--- src/rtl/cpu_types_pkg.sv ---
// Shared CPU types.
//   word_t      : machine word (address and data)
//   ramstate_t  : status reported by the RAM each cycle
//   arb_state_t : states of the instruction/data memory arbiter
package cpu_types_pkg;

  localparam int unsigned WORD_W = 32;

  typedef logic [WORD_W-1:0] word_t;

  typedef enum logic [1:0] {
    FREE,
    BUSY,
    ACCESS,
    ERROR
  } ramstate_t;

  typedef enum logic [1:0] {
    IDLE,
    IGRANT,
    DGRANT,
    RELEASE
  } arb_state_t;

endpackage

--- src/rtl/mem_arbiter_if.sv ---
// Bus between the CPU fetch/data ports, the arbiter and the RAM.
//   slave  : arbiter view (takes requests and RAM status, drives waits, loads, RAM controls)
//   master : CPU/RAM side view (drives requests and RAM status, observes the rest)
interface mem_arbiter_if import cpu_types_pkg::*; #(
  parameter int unsigned ADDR_W = WORD_W
);

  // Instruction port
  logic              iREN;
  logic [ADDR_W-1:0] iaddr;
  logic              iwait;
  logic [ADDR_W-1:0] iload;

  // Data port
  logic              dREN;
  logic              dWEN;
  logic [ADDR_W-1:0] daddr;
  logic [ADDR_W-1:0] dstore;
  logic              dwait;
  logic [ADDR_W-1:0] dload;

  // RAM port
  logic              ramREN;
  logic              ramWEN;
  logic [ADDR_W-1:0] ramaddr;
  logic [ADDR_W-1:0] ramstore;
  logic [ADDR_W-1:0] ramload;
  ramstate_t         ramstate;

  modport slave (
    input  iREN, iaddr, dREN, dWEN, daddr, dstore, ramload, ramstate,
    output iwait, iload, dwait, dload, ramREN, ramWEN, ramaddr, ramstore
  );

  modport master (
    output iREN, iaddr, dREN, dWEN, daddr, dstore, ramload, ramstate,
    input  iwait, iload, dwait, dload, ramREN, ramWEN, ramaddr, ramstore
  );

endinterface

--- src/rtl/mem_arbiter.sv ---
// Arbitrates a single RAM port between instruction fetches and data accesses.
// Data normally wins; an instruction fetch that has watched STARVE_LIMIT consecutive
// data grants is granted next regardless. Each completed access is followed by one
// RELEASE cycle so requesters can drop or change their request.
// Ports:
//   CLK  : clock, rising edge
//   nRST : asynchronous active-low reset
//   bus  : mem_arbiter_if.slave (instruction, data and RAM signals)
// STARVE_LIMIT must be at least 1.
module mem_arbiter import cpu_types_pkg::*; #(
  parameter int unsigned STARVE_LIMIT = 4,
  parameter int unsigned ADDR_W       = WORD_W
) (
  input  logic         CLK,
  input  logic         nRST,
  mem_arbiter_if.slave bus
);

  localparam int unsigned CntW = $clog2(STARVE_LIMIT + 1);
  localparam logic [CntW-1:0] StarveMax = CntW'(STARVE_LIMIT);

  arb_state_t      state_q, state_d;
  logic [CntW-1:0] starve_q, starve_d;

  logic              dreq;
  logic              iresp;
  logic              dresp;
  logic              ram_ren;
  logic              ram_wen;
  logic [ADDR_W-1:0] ram_addr;
  logic [ADDR_W-1:0] ram_store;

  assign dreq = bus.dREN | bus.dWEN;

  always_ff @(posedge CLK or negedge nRST) begin
    if (!nRST) begin
      state_q  <= IDLE;
      starve_q <= '0;
    end else begin
      state_q  <= state_d;
      starve_q <= starve_d;
    end
  end

  always_comb begin
    state_d   = state_q;
    iresp     = 1'b0;
    dresp     = 1'b0;
    ram_ren   = 1'b0;
    ram_wen   = 1'b0;
    ram_addr  = '0;
    ram_store = '0;
    unique case (state_q)
      IDLE: begin
        if (bus.iREN && (starve_q == StarveMax)) begin
          state_d = IGRANT;
        end else if (dreq) begin
          state_d = DGRANT;
        end else if (bus.iREN) begin
          state_d = IGRANT;
        end
      end
      IGRANT: begin
        ram_ren  = 1'b1;
        ram_addr = bus.iaddr;
        if (!bus.iREN) begin
          state_d = IDLE;
        end else if (bus.ramstate == ACCESS) begin
          iresp   = 1'b1;
          state_d = RELEASE;
        end
      end
      DGRANT: begin
        ram_addr  = bus.daddr;
        ram_store = bus.dstore;
        // Write takes priority when both enables are set.
        ram_wen   = bus.dWEN;
        ram_ren   = ~bus.dWEN;
        if (!dreq) begin
          state_d = IDLE;
        end else if (bus.ramstate == ACCESS) begin
          dresp   = 1'b1;
          state_d = RELEASE;
        end
      end
      RELEASE: state_d = IDLE;
      default: state_d = IDLE;
    endcase
  end

  // Counts data grants taken while a fetch is waiting; saturates so the fetch wins next.
  always_comb begin
    starve_d = starve_q;
    if (!bus.iREN) begin
      starve_d = '0;
    end else if (state_q == IDLE && state_d == IGRANT) begin
      starve_d = '0;
    end else if (state_q == IDLE && state_d == DGRANT && starve_q != StarveMax) begin
      starve_d = starve_q + 1'b1;
    end
  end

  assign bus.ramREN   = ram_ren;
  assign bus.ramWEN   = ram_wen;
  assign bus.ramaddr  = ram_addr;
  assign bus.ramstore = ram_store;
  assign bus.iwait    = bus.iREN & ~iresp;
  assign bus.dwait    = dreq & ~dresp;
  assign bus.iload    = iresp ? bus.ramload : '0;
  assign bus.dload    = dresp ? bus.ramload : '0;

endmodule
--- src/flat_wrapper.sv ---
// flat-port wrapper written by rule: the top's interface ports become plain ports
module mem_arbiter_flat import cpu_types_pkg::*;
#(
  parameter int unsigned STARVE_LIMIT = 4,
  parameter int unsigned ADDR_W       = WORD_W
)
  (CLK, nRST, bus_iREN, bus_iaddr, bus_dREN, bus_dWEN, bus_daddr, bus_dstore, bus_ramload, bus_ramstate, bus_iwait, bus_iload, bus_dwait, bus_dload, bus_ramREN, bus_ramWEN, bus_ramaddr, bus_ramstore);
  mem_arbiter_if #(.ADDR_W(ADDR_W)) bus_i ();
  input  logic CLK;
  input  logic nRST;
  input wire logic [$bits(bus_i.iREN)-1:0] bus_iREN;
  input wire logic [$bits(bus_i.iaddr)-1:0] bus_iaddr;
  input wire logic [$bits(bus_i.dREN)-1:0] bus_dREN;
  input wire logic [$bits(bus_i.dWEN)-1:0] bus_dWEN;
  input wire logic [$bits(bus_i.daddr)-1:0] bus_daddr;
  input wire logic [$bits(bus_i.dstore)-1:0] bus_dstore;
  input wire logic [$bits(bus_i.ramload)-1:0] bus_ramload;
  input wire logic [$bits(bus_i.ramstate)-1:0] bus_ramstate;
  output wire logic [$bits(bus_i.iwait)-1:0] bus_iwait;
  output wire logic [$bits(bus_i.iload)-1:0] bus_iload;
  output wire logic [$bits(bus_i.dwait)-1:0] bus_dwait;
  output wire logic [$bits(bus_i.dload)-1:0] bus_dload;
  output wire logic [$bits(bus_i.ramREN)-1:0] bus_ramREN;
  output wire logic [$bits(bus_i.ramWEN)-1:0] bus_ramWEN;
  output wire logic [$bits(bus_i.ramaddr)-1:0] bus_ramaddr;
  output wire logic [$bits(bus_i.ramstore)-1:0] bus_ramstore;
  assign bus_i.iREN = bus_iREN;
  assign bus_i.iaddr = bus_iaddr;
  assign bus_i.dREN = bus_dREN;
  assign bus_i.dWEN = bus_dWEN;
  assign bus_i.daddr = bus_daddr;
  assign bus_i.dstore = bus_dstore;
  assign bus_i.ramload = bus_ramload;
  assign bus_i.ramstate = bus_ramstate;
  assign bus_iwait = bus_i.iwait;
  assign bus_iload = bus_i.iload;
  assign bus_dwait = bus_i.dwait;
  assign bus_dload = bus_i.dload;
  assign bus_ramREN = bus_i.ramREN;
  assign bus_ramWEN = bus_i.ramWEN;
  assign bus_ramaddr = bus_i.ramaddr;
  assign bus_ramstore = bus_i.ramstore;
  mem_arbiter #(.STARVE_LIMIT(STARVE_LIMIT), .ADDR_W(ADDR_W)) u_core (.CLK(CLK), .nRST(nRST), .bus(bus_i));
endmodule
--- config.mk ---
export PLATFORM = sky130hd
export DESIGN_NAME = mem_arbiter_flat
export DESIGN_NICKNAME = d
export VERILOG_FILES = /design/src/rtl/cpu_types_pkg.sv /design/src/rtl/mem_arbiter_if.sv /design/src/rtl/mem_arbiter.sv /design/src/flat_wrapper.sv
export SDC_FILE = /design/constraint.sdc
export NUM_CORES = 1
export LEC_CHECK = 0
export CORE_AREA = 2 2 103 105
export CTS_CLUSTER_DIAMETER = 120
export DETAILED_ROUTE_END_ITERATION = 8
export DIE_AREA = 0 0 105 107
export MAX_ROUTING_LAYER = met4
export PLACE_DENSITY_LB_ADDON = 0.05
export SYNTH_ARGS = -nofsm -noshare
export SYNTH_HDL_FRONTEND = slang
export SYNTH_SLANG_ARGS = --single-unit
--- constraint.sdc ---
create_clock -name CLK -period 3.9 [get_ports CLK]
set_clock_uncertainty 0.1 [all_clocks]
set_input_delay 0.78 -clock CLK [delete_from_list [all_inputs] [get_ports CLK]]
set_output_delay 0.78 -clock CLK [all_outputs]
set_load 0.03 [all_outputs]
==> results.sh <==
export IMPL_status="complete, no violations"
export IMPL_max_cap_violations=0
export IMPL_grt_max_degree=68
export IMPL_grt_pass1_wl_um=13300
export IMPL_cpMaxStageDelayCell="clkdlybuf4s50_1"
export IMPL_die_w_um=105
export IMPL_ctsRootBufferMaster="clkbuf_8"
export IMPL_crit_path_frequent_cell="clkdlybuf4s50_1"
export IMPL_min_to="u_core.starve_q[1]"
export IMPL_drt_initial_drc_count=95
export IMPL_first_global_vias=2472
export IMPL_crit_fanout=33
export IMPL_initial_core_util=0.164
export IMPL_antenna_found_initial=0
export IMPL_clkLatencyLatePin_ns=0.22
export IMPL_path_buf_inv=3
export IMPL_setup_viol=0
export IMPL_end_kind="primary output"
export IMPL_ff2ff_setup_slack_ns=2.05
export IMPL_hold_viol_final=0
export IMPL_slew_viol_final=0
export IMPL_htree_levels=1
export IMPL_cp_cell_sequence="clkdlybuf4s50_1 > or2_4 > and4b_4 > buf_12 > and2_4 > clkdlybuf4s50_1"
export IMPL_netlist_area_um2=1660
export IMPL_avgSynthCellArea_um2=7.21
export IMPL_area_growth_pct=166
export IMPL_dp_final_hpwl_um=7640
export IMPL_core_um2=10100
export IMPL_layout_commonest_cell="clkdlybuf4s50_1"
export IMPL_min_path_type="reg2reg"
export IMPL_detail_route_antenna_nets=0
export IMPL_cts_buffers_inserted=3
export IMPL_tightest_slew_ns=0.605
export IMPL_rr_endpoint="u_core.state_q[1]"
export IMPL_slew_headroom=0.597
export IMPL_drcViolationCount=0
export IMPL_fin_tns_setup_ns=0
export IMPL_fin_crit_sh=0.938
export IMPL_io_pins=267
export IMPL_layout_drive_gt1_share=0.155
export IMPL_hold_buffers=0
export IMPL_netlist_top_cells_area="and2_1 26%, a22oi_1 14%, and2_4 13%"
export IMPL_synth_cells=230
export IMPL_wire_per_inst_um=14.8
export IMPL_crit_type="in2out"
export IMPL_fin_total_pwr_mw=2.25
export IMPL_cp_required_ns=3.02
export IMPL_nets=625
export IMPL_grtUsageTotal=0.151
export IMPL_cp_arrival_ns=2.78
export IMPL_ys_seq_elements=5
export IMPL_drtPass1Iterations=4
export IMPL_period_needed_ns=3.66
export IMPL_via_count=2565
export IMPL_worstHoldStart="u_core.starve_q[1]"
export IMPL_synth_top_area_share=0.257
export IMPL_start_kind="input port"
export IMPL_cp_top_family="buffers and inverters"
export IMPL_gp_congestion=0.828
export IMPL_leakage_nw=1.73
export IMPL_clock_sinks=5
export IMPL_powerDensity_nw_per_um2=510
export IMPL_yosysSeqAreaShare=0.0755
export IMPL_clockBufferDepth=2
export IMPL_ctsResizeCount=0
export IMPL_die_h_um=107
export IMPL_r2r_start="u_core.state_q[0]"
export IMPL_yosysWarnings=0
export IMPL_reg2regPathDepth=5
export IMPL_placedCellCount=616
export IMPL_rows=37
export IMPL_fin_cells=620
export IMPL_viasPerCell=4.14
export IMPL_ir_worst_vdd_mv=0.346
export IMPL_mostFrequentLayoutCells="233 x clkdlybuf4s50_1, 68 x and2_1, 37 x buf_4, 34 x nor2b_1, 32 x a22oi_1"
export IMPL_synth_top_area_cell="and2_1"
export IMPL_die_area_um2=11200
export IMPL_diodes=0
export IMPL_crit_path_max_incr_delay_ns=0.68
export IMPL_max_freq_mhz=273
export IMPL_drt_wl_total_um=9160
export IMPL_synth_cell_types=32
export IMPL_syn_nets=370
export IMPL_cts_tree="done"
export IMPL_rsz0062_at_grt="no"
export IMPL_cts_clk_slew_worst_paths_ns=0.03
export IMPL_globalRouteOverflowTotal=0
export IMPL_hold_path_depth=2
export IMPL_io_buffers=266
export IMPL_final_util=0.438
export IMPL_post_cts_buffers=0
## state kept, by name (all words and copies together) (netlist names)
signal,flops
u_core.starve_q,3
u_core.state_q,2
## logic make-up (layout without fill, tap and decap cells)
group,count (synthesis),after routing,share of synthesized area
DFF,5,5,0.0755
and+or+nand+nor,146,146,0.592
AOI/OAI and AO/OA,47,47,0.217
buffers and inverters,27,281,0.0777
adders and majority gates,5,5,0.0377
## Yosys cell counts
library cell	number
a22oi_1	32
and2_4	25
and2b_2	1
inv_1	5
a21oi_1	1
a221oi_1	1
nand3_1	3
o21a_1	1
and2_1	68
o211a_1	1
o21ai_0	3
buf_1	1
a2111o_1	1
and2_2	4
nor2b_1	34
ha_1	5
nor3b_1	2
and4b_4	1
o2111a_1	1
or2_4	1
a21boi_0	1
dfrtp_1	5
buf_6	3
o2bb2ai_1	1
clkbuf_1	14
buf_2	4
a311oi_1	2
and4b_1	1
a2bb2oi_1	1
nor2_1	2
o2111ai_1	1
nand2_1	4
## metal layers
metal | wire, µm | track usage | up-vias
met3 | 622 | 0.0213 | 4
met2 | 4970 | 0.301 | 144
met4 | 69 | 0.0219 | 0
met1 | 3500 | 0.161 | 1135
met5 | 0 | - | -
li1 | - | - | 1282
## worst max path at each step
stage | startpoint | cells after the start | endpoint | slack (ns)
3_5_place_dp | bus_dREN | 6 | bus_dload[9] | 0.25
6_report | bus_dREN | 6 | bus_dload[27] | 0.24
4_1_cts | bus_dREN | 6 | bus_dload[4] | 0.24
2_1_floorplan | bus_dWEN | 4 | bus_dwait | 1.24
3_3_place_gp | bus_dREN | 6 | bus_dload[4] | 0.25
5_1_grt | bus_dREN | 6 | bus_dload[4] | 0.18
## tightest hold or removal path, delay by kind of cell (launching register included)
kind             cells  cell delay, ns
AND/OR/NAND/NOR      1            0.07
AO/OA/AOI/OAI        1            0.08
flip-flops           1            0.38
## where the power goes
part           total, mW  internal (mW)  switching, mW
Sequential        0.0861         0.0698         0.0163
Combinational       2.07          0.913           1.16
Clock             0.0933         0.0700         0.0233
## stage by stage
step | instance area (µm²) | setup WS [ns] | hold slack [ns]
finish | 4420 | 0.241 | 0.481
global route | 4420 | 0.181 | 0.533
CTS | 4420 | 0.235 | 0.489
detailed placement | 4370 | 0.248 | 0.484
global placement | 4370 | 0.255 | 0.469
floorplan | 1660 | 1.24 | 0.384
## cell type report
type,instances,area (µm²)
Tap cell,136,170
Multi-Input combinational cell,198,1410
Sequential cell,5,125
Timing Repair Buffer,272,2650
Clock buffer,4,45.0
Inverter,5,18.8
Fill cell,1080,5680
No activity file was read; power rests on OpenSTA's default activity.
